==> config.mk <==
export PLATFORM = sky130hd
export DESIGN_NAME = bcd_time_counter
export DESIGN_NICKNAME = d
export VERILOG_FILES = /design/src/rtl/bcd_time_counter.sv
export SDC_FILE = /design/constraint.sdc
export NUM_CORES = 1
export LEC_CHECK = 0
export ABC_AREA = 1
export BUFFER_PORTS_ARGS = -buffer_cell sky130_fd_sc_hd__buf_2
export CORE_MARGIN = 2
export CORE_UTILIZATION = 45
export DETAILED_ROUTE_END_ITERATION = 8
export PLACE_DENSITY = 0.65
export SYNTH_ARGS = -nofsm -noshare
export SYNTH_HDL_FRONTEND = slang
export SYNTH_SLANG_ARGS = --single-unit
==> constraint.sdc <==
create_clock -name clk -period 2.5 [get_ports clk]
set_input_delay 0 -clock clk [delete_from_list [all_inputs] [get_ports clk]]
set_output_delay 0 -clock clk [all_outputs]
set_load 0.05 [all_outputs]
==> src/rtl/bcd_time_counter.sv <==
// mm:ss BCD stopwatch counter with a parametrised minute modulus, up/down, toggle pause and a wrap pulse.
// Optional blink masks for adjust mode are built only when BLINK_EN is defined.
module bcd_time_counter #(
  parameter int MIN_LIMIT = 60
) (
  input  logic       clk,
  input  logic       rst,
  input  logic       tick_1hz,
  input  logic       tick_2hz,
  input  logic       select,
  input  logic       adjust,
  input  logic       pause,
  input  logic       down,
  output logic [3:0] seconds_ones,
  output logic [3:0] seconds_tens,
  output logic [3:0] minutes_ones,
  output logic [3:0] minutes_tens,
  output logic       rollover,
  output logic       blank_sec,
  output logic       blank_min
);

  // Top minute value held as two BCD digits so it can be compared digit-wise.
  localparam logic [3:0] MIN_TENS_MAX = 4'((MIN_LIMIT - 1) / 10);
  localparam logic [3:0] MIN_ONES_MAX = 4'((MIN_LIMIT - 1) % 10);

  function automatic logic [7:0] bcd_next(
    input logic [3:0] tens,
    input logic [3:0] ones,
    input logic [3:0] max_tens,
    input logic [3:0] max_ones,
    input logic       dn
  );
    logic [7:0] r;
    r = {tens, ones};
    if (dn) begin
      if (tens == 4'd0 && ones == 4'd0) r = {max_tens, max_ones};
      else if (ones == 4'd0)            r = {tens - 4'd1, 4'd9};
      else                              r = {tens, ones - 4'd1};
    end else begin
      if (tens == max_tens && ones == max_ones) r = 8'h00;
      else if (ones == 4'd9)                    r = {tens + 4'd1, 4'd0};
      else                                      r = {tens, ones + 4'd1};
    end
    return r;
  endfunction

  logic       pause_q;
  logic       paused;
  logic       step;
  logic       sec_wrap;
  logic       min_wrap;
  logic       sec_step;
  logic       min_step;
  logic [7:0] sec_next;
  logic [7:0] min_next;

  assign step     = (adjust ? tick_2hz : tick_1hz) & ~paused;
  assign sec_wrap = down ? (seconds_tens == 4'd0 && seconds_ones == 4'd0)
                         : (seconds_tens == 4'd5 && seconds_ones == 4'd9);
  assign min_wrap = down ? (minutes_tens == 4'd0 && minutes_ones == 4'd0)
                         : (minutes_tens == MIN_TENS_MAX && minutes_ones == MIN_ONES_MAX);

  // In adjust mode only the selected field moves; otherwise minutes follow the seconds carry/borrow.
  assign sec_step = step & (~adjust | ~select);
  assign min_step = step & (adjust ? select : sec_wrap);

  assign sec_next = bcd_next(seconds_tens, seconds_ones, 4'd5, 4'd9, down);
  assign min_next = bcd_next(minutes_tens, minutes_ones, MIN_TENS_MAX, MIN_ONES_MAX, down);

  always_ff @(posedge clk or posedge rst) begin
    if (rst) begin
      pause_q      <= 1'b0;
      paused       <= 1'b0;
      rollover     <= 1'b0;
      seconds_ones <= 4'd0;
      seconds_tens <= 4'd0;
      minutes_ones <= 4'd0;
      minutes_tens <= 4'd0;
    end else begin
      pause_q  <= pause;
      if (pause && !pause_q) paused <= ~paused;
      rollover <= step & ~adjust & sec_wrap & min_wrap;
      if (sec_step) {seconds_tens, seconds_ones} <= sec_next;
      if (min_step) {minutes_tens, minutes_ones} <= min_next;
    end
  end

`ifdef BLINK_EN
  logic blink;
  logic blink_next;

  // Masks are derived from the post-edge blink value so they line up with the blink register.
  assign blink_next = adjust ? (blink ^ tick_2hz) : 1'b0;

  always_ff @(posedge clk or posedge rst) begin
    if (rst) begin
      blink     <= 1'b0;
      blank_sec <= 1'b0;
      blank_min <= 1'b0;
    end else begin
      blink     <= blink_next;
      blank_sec <= adjust & ~select & blink_next;
      blank_min <= adjust & select & blink_next;
    end
  end
`else
  assign blank_sec = 1'b0;
  assign blank_min = 1'b0;
`endif

endmodule

; ---- After elaboration in Yosys (flattened, before gate mapping)
; Cells that the tools add are included.
[word_totals]
regBits = 19
elab_cells = 59
in_bits = 8
output_inout_bits = 19
[classes]
bitwise_logic = 10
mux = 14
n_eq_ne = 6
addsub = 8
n_reduce_logical = 14
[op_table]
columns = op, count
row1 = $mux 8, 10
row2 = $add 4x1->4 const B, 4
row3 = $logic_not 4->1, 4
row4 = $sub 4x1->4 const B, 4
row5 = $eq 4x3->1 const B, 2
row6 = $eq 4x4->1 const B, 2
row7 = $and 1x1->1, 6
row8 = $ne 3x1->1 const B, 2
row9 = $reduce_and 3->1, 2
row10 = $reduce_bool 3->1, 2
row11 = $logic_and 1x1->1, 5
row12 = $mux 1, 4
row13 = $not 1->1, 3
row14 = $logic_not 1->1, 1
row15 = $or 1x1->1, 1

; ---- Longest topological paths before layout
; Gate-level depths: netlist of run 1.
[logic_depth]
ltp_word = 6
ltp_mapped = 11
mapped_depth_nobuf = 11

; ---- Worst setup path after synthesis of run 1
; OpenSTA, ideal clock, no wires.
[synth_timing]
path_kind = register -> register
from = reg seconds_ones[0]
to = reg minutes_ones[0]
setup_ps = 129
slack_ps = 649
n_path_buf = 1
stages_incl_launch_ff = 12
t_arrival_ps = 1722
required_time_ps = 2371
period_less_slack_ps = 1851
path_cell_list = dfrtp_1 > inv_1 > ha_1 > nand2_2 > nor2_4 > nand2_2 > nand2_1 > nand2_2 > nand2_4 > buf_6 > nand2_1 > o21ai_0
[synth_between]
elab_chain_len = 5
elab_cells_between_ends = 7
classes_between = eq/ne: 1 / mux: 2 / bitwise: 1 / reduce/logical: 3
[synth_rtl]
columns = element, line_no
row1 = from (decl), 14  ; output logic [3:0] seconds_ones,
row2 = from (signal assigned), 84  ; if (sec_step) {seconds_tens, seconds_ones} <= sec_next;
row3 = $eq 4x4->1 / $logic_not 4->1 (equally long branches), "60, 59"
row4 = $logic_and 1x1->1 (on tied branches), "60, 59"
row5 = $mux 1 *, 59  ; assign sec_wrap = down ? (seconds_tens == 4'd0 && seconds_ones == 4'd0)
row6 = $mux 1 *, 66  ; assign min_step = step & (adjust ? select : sec_wrap);
row7 = $and 1x1->1 *, 66
row8 = to (signal assigned), 85  ; if (min_step) {minutes_tens, minutes_ones} <= min_next;
row9 = to (decl), 16  ; output logic [3:0] minutes_ones,
; Every way passes the cells marked *; elsewhere a longest branch is shown, timed or not.
; A chain may end at the register's enable or synchronous reset.

; ---- Worst setup path after layout of run 1
[layout_timing]
from = reg seconds_ones[0]
to = reg minutes_tens[2]
[layout_between]
elab_chain_len = 6
elab_cells_between_ends = 8
classes_between = eq/ne: 1 / mux: 2 / bitwise: 1 / reduce/logical: 4
[layout_rtl]
columns = element, line_no
row1 = $eq 4x4->1 / $logic_not 4->1 (equally long branches), "60, 59"
row2 = $logic_and 1x1->1 (on tied branches), "60, 59"
row3 = $mux 1 *, 59
row4 = $mux 1 *, 66
row5 = $and 1x1->1 *, 66
row6 = $reduce_and 3->1 (no line) *, -
row7 = to (signal assigned), 85
row8 = to (decl), 17  ; output logic [3:0] minutes_tens,
; Marks and branches as above.

==> impl_metrics.tcl, run 1 <==
set metrics [dict create \
    status "finished, final reports clean" \
    die_area_um2 4040 \
    synth-compound-area-share 0.0925 \
    ys_seq_area_frac 0.298 \
    rr_startpoint "seconds_ones[0]$_DFFE_PP0P_" \
    endpoint_kind "flop" \
    ant_nets 0 \
    path_clk_slew_ns 0.11 \
    power_density_nw_per_um2 1190 \
    worstPathArrival_ns 1.95 \
    synthSimpleGateAreaFrac 0.315 \
    rsz0062_at_grt "no" \
    power.leakage_nw 0.957 \
    wire_per_inst_um 11.1 \
    crit-reg2reg-capture "minutes_tens[2]$_DFFE_PP0P_" \
    ir_drop_uv 505 \
    worst_pin_slew_ns 0.747 \
    synth-xor-area-share 0.0659 \
    hpwl_mm 2.51 \
    yosys_warnings 0 \
    grt_pass1_wl_mm 5.52 \
    endpoint "minutes_tens[2]$_DFFE_PP0P_" \
    grt_pass1_vias 1254 \
    grt_usage 0.172 \
    timing.final.crit_share 0.703 \
    overflow 0 \
    io_pins 27 \
    nets 270 \
    wirelength_mm 3.23 \
    drc_errors 0 \
    htreeDepth 1 \
    drv_slew 0 \
    initial_utilization 0.474 \
    drive_gt1_frac 0.167 \
    fin_area_um2 1780 \
    syn_inst 220 \
    via_per_inst 4.94 \
    port_buffers 24 \
    p_comb_frac 0.650 \
    die_h_um 63.5 \
    seqPwrFrac 0.275 \
    fmax_mhz 569 \
    cp_cell_sequence "inv_1 -> ha_1 -> nand2_2 -> nor2_4 -> nand2_2 -> nand2_1 -> nand2_2 -> nand2_4 -> nand2_1 -> nand2_1 -> nand2_1" \
    firstDrtPassIters 5 \
    setup_tns_ns 0 \
    worstHoldPathType "in2reg" \
    cts_tree "done" \
    placed_area_um2 1730 \
    path_max_fanout 13 \
    startpoint "seconds_ones[0]$_DFFE_PP0P_" \
    cts_root_buf "clkbuf_4" \
    synth_mux_area_frac 0 \
    clockBufferDepth 2 \
    layout.cells.non_filler 291 \
    crit_path_frequent_cell "nand2_1" \
    setup.worst_path.start_class "flop" \
    fin_crit_ns 1.76 \
    num_rows 21 \
    critPathSlowestCell "dfrtp_1" \
    synth_seq_cells 19 \
    r2r_cells 11 \
    grt_max_degree 20 \
    synth_top_family_by_area "simple AND/OR/NAND/NOR gates" \
    fp.coreArea_um2 3360 \
    antenna_cells 0 \
    finalSetupViolCount 0 \
    switching_share 0.576 \
    slowest_delay_ns 0.44 \
    yosys.cell_types.count 29 \
    netlist_area_um2 1600 \
    place_congestion 0.889 \
    grt_antenna_before_repair 0 \
    dp.cells 285 \
    p_int_mw 0.897 \
    max_cap_viol_count 0 \
    clk_latency_ns 0.30 \
    criticalPathCategory "reg2reg" \
    cts_made_buffers 3 \
    avgSynthCellArea_um2 7.25 \
    max_slew_margin 0.501 \
    pwr-share-clk 0.075 \
    area_growth_pct 11.5 \
    worstPathRequired_ns 2.70 \
    cts_setup_buffers 0 \
    finalHoldViolCount 0 \
    ff2ff_setup_slack_ns 0.74 \
    clkSinkCount 19 \
    die_width_um 63.5 \
    dr.first_iter.drc_count 63 \
    via_count 1438 \
    synth-adder-area-share 0.125 \
    finalClockSkew_ns 0.00668 \
    p_switching_mw 1.22 \
]
repair_timing:
action	4_1_cts	5_1_grt
hold buffers	2	0
hold endpoints to repair	21	0
gates resized for setup	0	0
worst min path at each step:
| stage | slack [ns] | end | start | cells past startpoint |
|---|---|---|---|---|
| global placement | 0.12 | pause_q$_DFF_PP0_ | pause | 1 |
| CTS | 0.08 | rollover$_DFF_PP0_ | tick_1hz | 5 |
| global route | 0.1 | rollover$_DFF_PP0_ | tick_1hz | 5 |
| detailed placement | 0.13 | pause_q$_DFF_PP0_ | pause | 1 |
| finish | 0.09 | rollover$_DFF_PP0_ | tick_1hz | 5 |
| floorplan | -0.05 | minutes_ones[0]$_DFFE_PP0P_ | rst | 1 |
final cells by class:
cell class | instances | area (um2)
clock buffers | 4 | 26.3
fillers | 352 | 1580
inverters | 31 | 116
multi-input cells | 165 | 963
flip-flops and latches | 19 | 475
well taps | 46 | 57.6
repair buffers | 26 | 140
power groups by stage:
stage / combinational (mW) / clock [mW] / sequential [mW]
6_report: 1.38 / 0.158 / 0.583
5_1_grt: 1.54 / 0.182 / 0.612
4_1_cts: 1.38 / 0.169 / 0.587
3_5_place_dp: 1.38 / 0 / 0.593
3_3_place_gp: 1.38 / 0 / 0.589
2_1_floorplan: 0.802 / 0 / 0.900
sequential cells by signal, indices dropped and copies added (netlist names):
name / count
seconds_ones: 4
minutes_ones: 4
minutes_tens: 4
paused: 1
seconds_tens: 4
rollover: 1
pause_q: 1
layout by cell type, fill, tap and decap left out, types with 2 or more instances in the layout:
cell type      count
xnor2_1            3
nor2_1            14
clkbuf_4           3
nand3_1           33
nand3_2            2
nand2_1           49
nand4_1            2
ha_1              16
nor3_1             2
o21ai_1            2
nor2_4             2
dlygate4sd3_1      2
o21ai_0           15
a21oi_1            3
inv_2              3
nand2_2            3
buf_2             24
conb_1             2
dfrtp_1           19
o22ai_1            2
inv_1             28
xor2_1             9
critical path: cells and delay by family (launching register included):
family	cells	cell delay, ns
fa+ha+maj	1	0.20
buf+inv	1	0.15
flops	1	0.44
simple gates	9	0.86
synthesized netlist by cell type:
cell type | n | area share
nand2_1 | 49 | 0.12
nand3_1 | 33 | 0.10
inv_1 | 28 | 0.066
dfrtp_1 | 19 | 0.30
ha_1 | 16 | 0.13
o21ai_0 | 15 | 0.047
nor2_1 | 14 | 0.033
xor2_1 | 9 | 0.049
a21oi_1 | 3 | 0.0094
buf_4 | 3 | 0.014
inv_2 | 3 | 0.0071
nand2_2 | 3 | 0.012
xnor2_1 | 3 | 0.016
nand3_2 | 2 | 0.013
nand4_1 | 2 | 0.0078
nor2_4 | 2 | 0.014
nor3_1 | 2 | 0.0063
o21ai_1 | 2 | 0.0063
o22ai_1 | 2 | 0.0078
a22oi_1 | 1 | 0.0047
a31oi_1 | 1 | 0.0039
buf_2 | 1 | 0.0031
buf_6 | 1 | 0.0071
clkbuf_2 | 1 | 0.0031
conb_1 | 1 | 0.0024
nand2_4 | 1 | 0.0071
nor2_2 | 1 | 0.0039
o211ai_2 | 1 | 0.0078
o21ai_2 | 1 | 0.0055
metal layers:
| layer | vias to the layer above | wire, um | part of all wire | GRT usage |
|---|---|---|---|---|
| met4 | 0 | 44 | 0.014 | 0.0462 |
| met2 | 37 | 1450 | 0.45 | 0.275 |
| met5 | - | 0 | 0 | 0 |
| met3 | 4 | 138 | 0.043 | 0.0375 |
| met1 | 641 | 1590 | 0.49 | 0.233 |
| li1 | 756 | - | - | - |
stage by stage:
stage | power, mW | hold slack (ns) | setup WS, ns | utilization
CTS | 2.14 | 0.0820 | 0.736 | 0.529
global placement | 1.97 | 0.124 | 0.774 | 0.515
global route | 2.33 | 0.0992 | 0.509 | 0.529
floorplan | 1.70 | -0.0489 | 0.649 | -
finish | 2.12 | 0.0880 | 0.742 | 0.529
detailed placement | 1.97 | 0.125 | 0.753 | 0.515
cells by family after synthesis:
kind of cell | after synthesis
AND/OR/NAND/NOR | 109
buffers and inverters | 37
AO/OA/AOI/OAI | 26
flip-flops | 19
adder cells (fa/ha/maj) | 16
XOR/XNOR | 12
other | 1
No activity file was read; power rests on OpenSTA's default activity.
==> inputs of run 2 (changes only) <==
--- a/config.mk
+++ b/config.mk
@@ -10,7 +10,7 @@
 export CORE_MARGIN = 2
 export CORE_UTILIZATION = 45
 export DETAILED_ROUTE_END_ITERATION = 8
-export PLACE_DENSITY = 0.65
+export PLACE_DENSITY = 0.68
 export SYNTH_ARGS = -nofsm -noshare
 export SYNTH_HDL_FRONTEND = slang
 export SYNTH_SLANG_ARGS = --single-unit
==> constraint.sdc (replaced) <==
create_clock -name clk -period 1.5 [get_ports clk]
set_input_delay 0 -clock clk [delete_from_list [all_inputs] [get_ports clk]]
set_output_delay 0 -clock clk [all_outputs]
set_load 0.05 [all_outputs]
==> run 2 against run 1 <==
Net effect: the run now ends with setup timing left; global-route usage is 1.9 points higher; die area is the same; combinational power up 130%; core utilization rose by 13 points; clock-buffer cell count unchanged; sequential power rose by 73%; clock skew shrank 0.0013 ns; power increased by 110%; routed wire length rose by 15%; non-clock buffer count increased by 29; critical endpoint is now minutes_ones[2]$_DFFE_PP0P_; largest power group unchanged; highest routed layer unchanged.
==> impl_metrics.tcl, run 2 (synthesized netlist as in run 1, its figures left out) <==
set metrics [dict create \
    fillers 314 \
    clk_latency_ns 0.30 \
    area_growth_pct 37.9 \
    endpoint "minutes_ones[2]$_DFFE_PP0P_" \
    wirelength_mm 3.72 \
    place_congestion 0.906 \
    ff2ff_setup_slack_ns -0.03 \
    io_pins 27 \
    via_count 1549 \
    fmax_mhz 655 \
    violations "setup timing" \
    num_rows 21 \
    grt_max_degree 20 \
    setup.worst_path.start_class "flop" \
    grt_pass1_wl_mm 6.17 \
    clkSinkCount 19 \
    power_density_nw_per_um2 1990 \
    grt_usage 0.190 \
    path_max_fanout 8 \
    criticalPathCategory "reg2reg" \
    grt_pass1_vias 1414 \
    grt_antenna_before_repair 0 \
    via_per_inst 4.84 \
    path_clk_slew_ns 0.10 \
    status "complete, but fails checks" \
    cts_tree "done" \
    fin_util 0.654 \
    final_cell_mix "nand2_1 (40), nand3_1 (30), buf_4 (28)" \
    rr_startpoint "seconds_ones[0]$_DFFE_PP0P_" \
    hpwl_mm 2.63 \
    crit-reg2reg-capture "minutes_ones[2]$_DFFE_PP0P_" \
    fp.coreArea_um2 3360 \
    drive_gt1_frac 0.423 \
    htreeDepth 1 \
    setup_ws_ns -0.0273 \
    cts_made_buffers 3 \
    finalClockSkew_ns 0.00535 \
    firstDrtPassIters 4 \
    p_total_mw 4.39 \
    finalHoldViolCount 0 \
    power.leakage_nw 1.13 \
    antenna_cells 0 \
    endpoint_kind "flop" \
    drv_slew 0 \
    worstHoldPathType "in2reg" \
    worstPathArrival_ns 1.76 \
    startpoint "seconds_ones[0]$_DFFE_PP0P_" \
    clockBufferDepth 2 \
    die_width_um 63.5 \
    final_common_cell "nand2_1" \
    die_h_um 63.5 \
    max_cap_viol_count 0 \
    ir_drop_uv 957 \
    drc_errors 0 \
    fin_crit_ns 1.53 \
    timing.final.crit_share 1.02 \
    die_area_um2 4040 \
    cts_root_buf "clkbuf_4" \
    r2r_cells 11 \
    wire_per_inst_um 11.6 \
    finalSetupViolCount 2 \
    nets 299 \
    overflow 0 \
    worstHoldStart "tick_1hz" \
    whs_path_depth 5 \
    rsz0062_at_grt "yes" \
    pre_cts_slack_ns 0.00406 \
    initial_utilization 0.474 \
    ant_nets 0 \
    dr.first_iter.drc_count 67 \
    port_buffers 24 \
    worstPathRequired_ns 1.73 \
]
run 2: what timing repair did:
item | in CTS | in global routing
gates resized for setup | 1 | 28
setup buffers | 3 | 10
endpoints found under the hold margin | 21 | 0
hold buffers | 2 | 0
setup endpoints to repair | 8 | 11
gates cloned | 0 | 0
pin swaps | 0 | 10
run 2: worst min path at each step:
stage	slack [ns]	to
after floorplan	-0.05	minutes_ones[2]$_DFFE_PP0P_
after global placement	0.03	minutes_ones[2]$_DFFE_PP0P_
after detailed placement	0.03	minutes_ones[2]$_DFFE_PP0P_
after CTS	0.08	rollover$_DFF_PP0_
after global routing	0.12	rollover$_DFF_PP0_
final	0.10	rollover$_DFF_PP0_
run 2: worst max-delay path: stages, from the launching register on:
cell and delay, ns:
dfrtp_2 0.46, inv_4 0.09, ha_4 0.14, nand2_4 0.06, nor2_4 0.12, nand2_2 0.08
nand2_2 0.06, nand2_2 0.07, nand2_4 0.11, buf_12 0.14, nand2_2 0.06, o21ai_2 0.06
run 2: per-layer routing:
| layer | share of wire | wire [um] | up-vias | global-route usage |
|---|---|---|---|---|
| met2 | 0.47 | 1760 | 37 | 0.309 |
| li1 | - | - | 812 | - |
| met4 | 0.017 | 64 | 0 | 0.0571 |
| met1 | 0.47 | 1750 | 691 | 0.256 |
| met3 | 0.037 | 136 | 9 | 0.0357 |
| met5 | 0 | 0 | - | 0 |
run 2: stage by stage:
step	cells	hold slack [ns]	cell area, um2	setup TNS, ns
after floorplan	221	-0.0497	1690	-0.402
after global placement	301	0.0315	1960	0
after detailed placement	301	0.0336	1960	0
after CTS	310	0.0809	2030	0
after global routing	320	0.124	2200	-0.839
final	320	0.102	2200	-0.0455
run 2: layout make-up:
type	instances	area [um2]	share of cell area
sequential	19	490	0.223
clock buffer	4	26.3	0.0119
multi-input combinational	165	1130	0.513
timing repair buffer	55	370	0.168
tap	46	57.6	0.0262
inverter	31	126	0.0575
run 2: power by group:
part | internal (mW) | switching [mW] | total (mW)
logic | 1.19 | 1.94 | 3.13
clock network | 0.104 | 0.151 | 0.254
registers | 0.723 | 0.283 | 1.01
total | 2.02 | 2.37 | 4.39
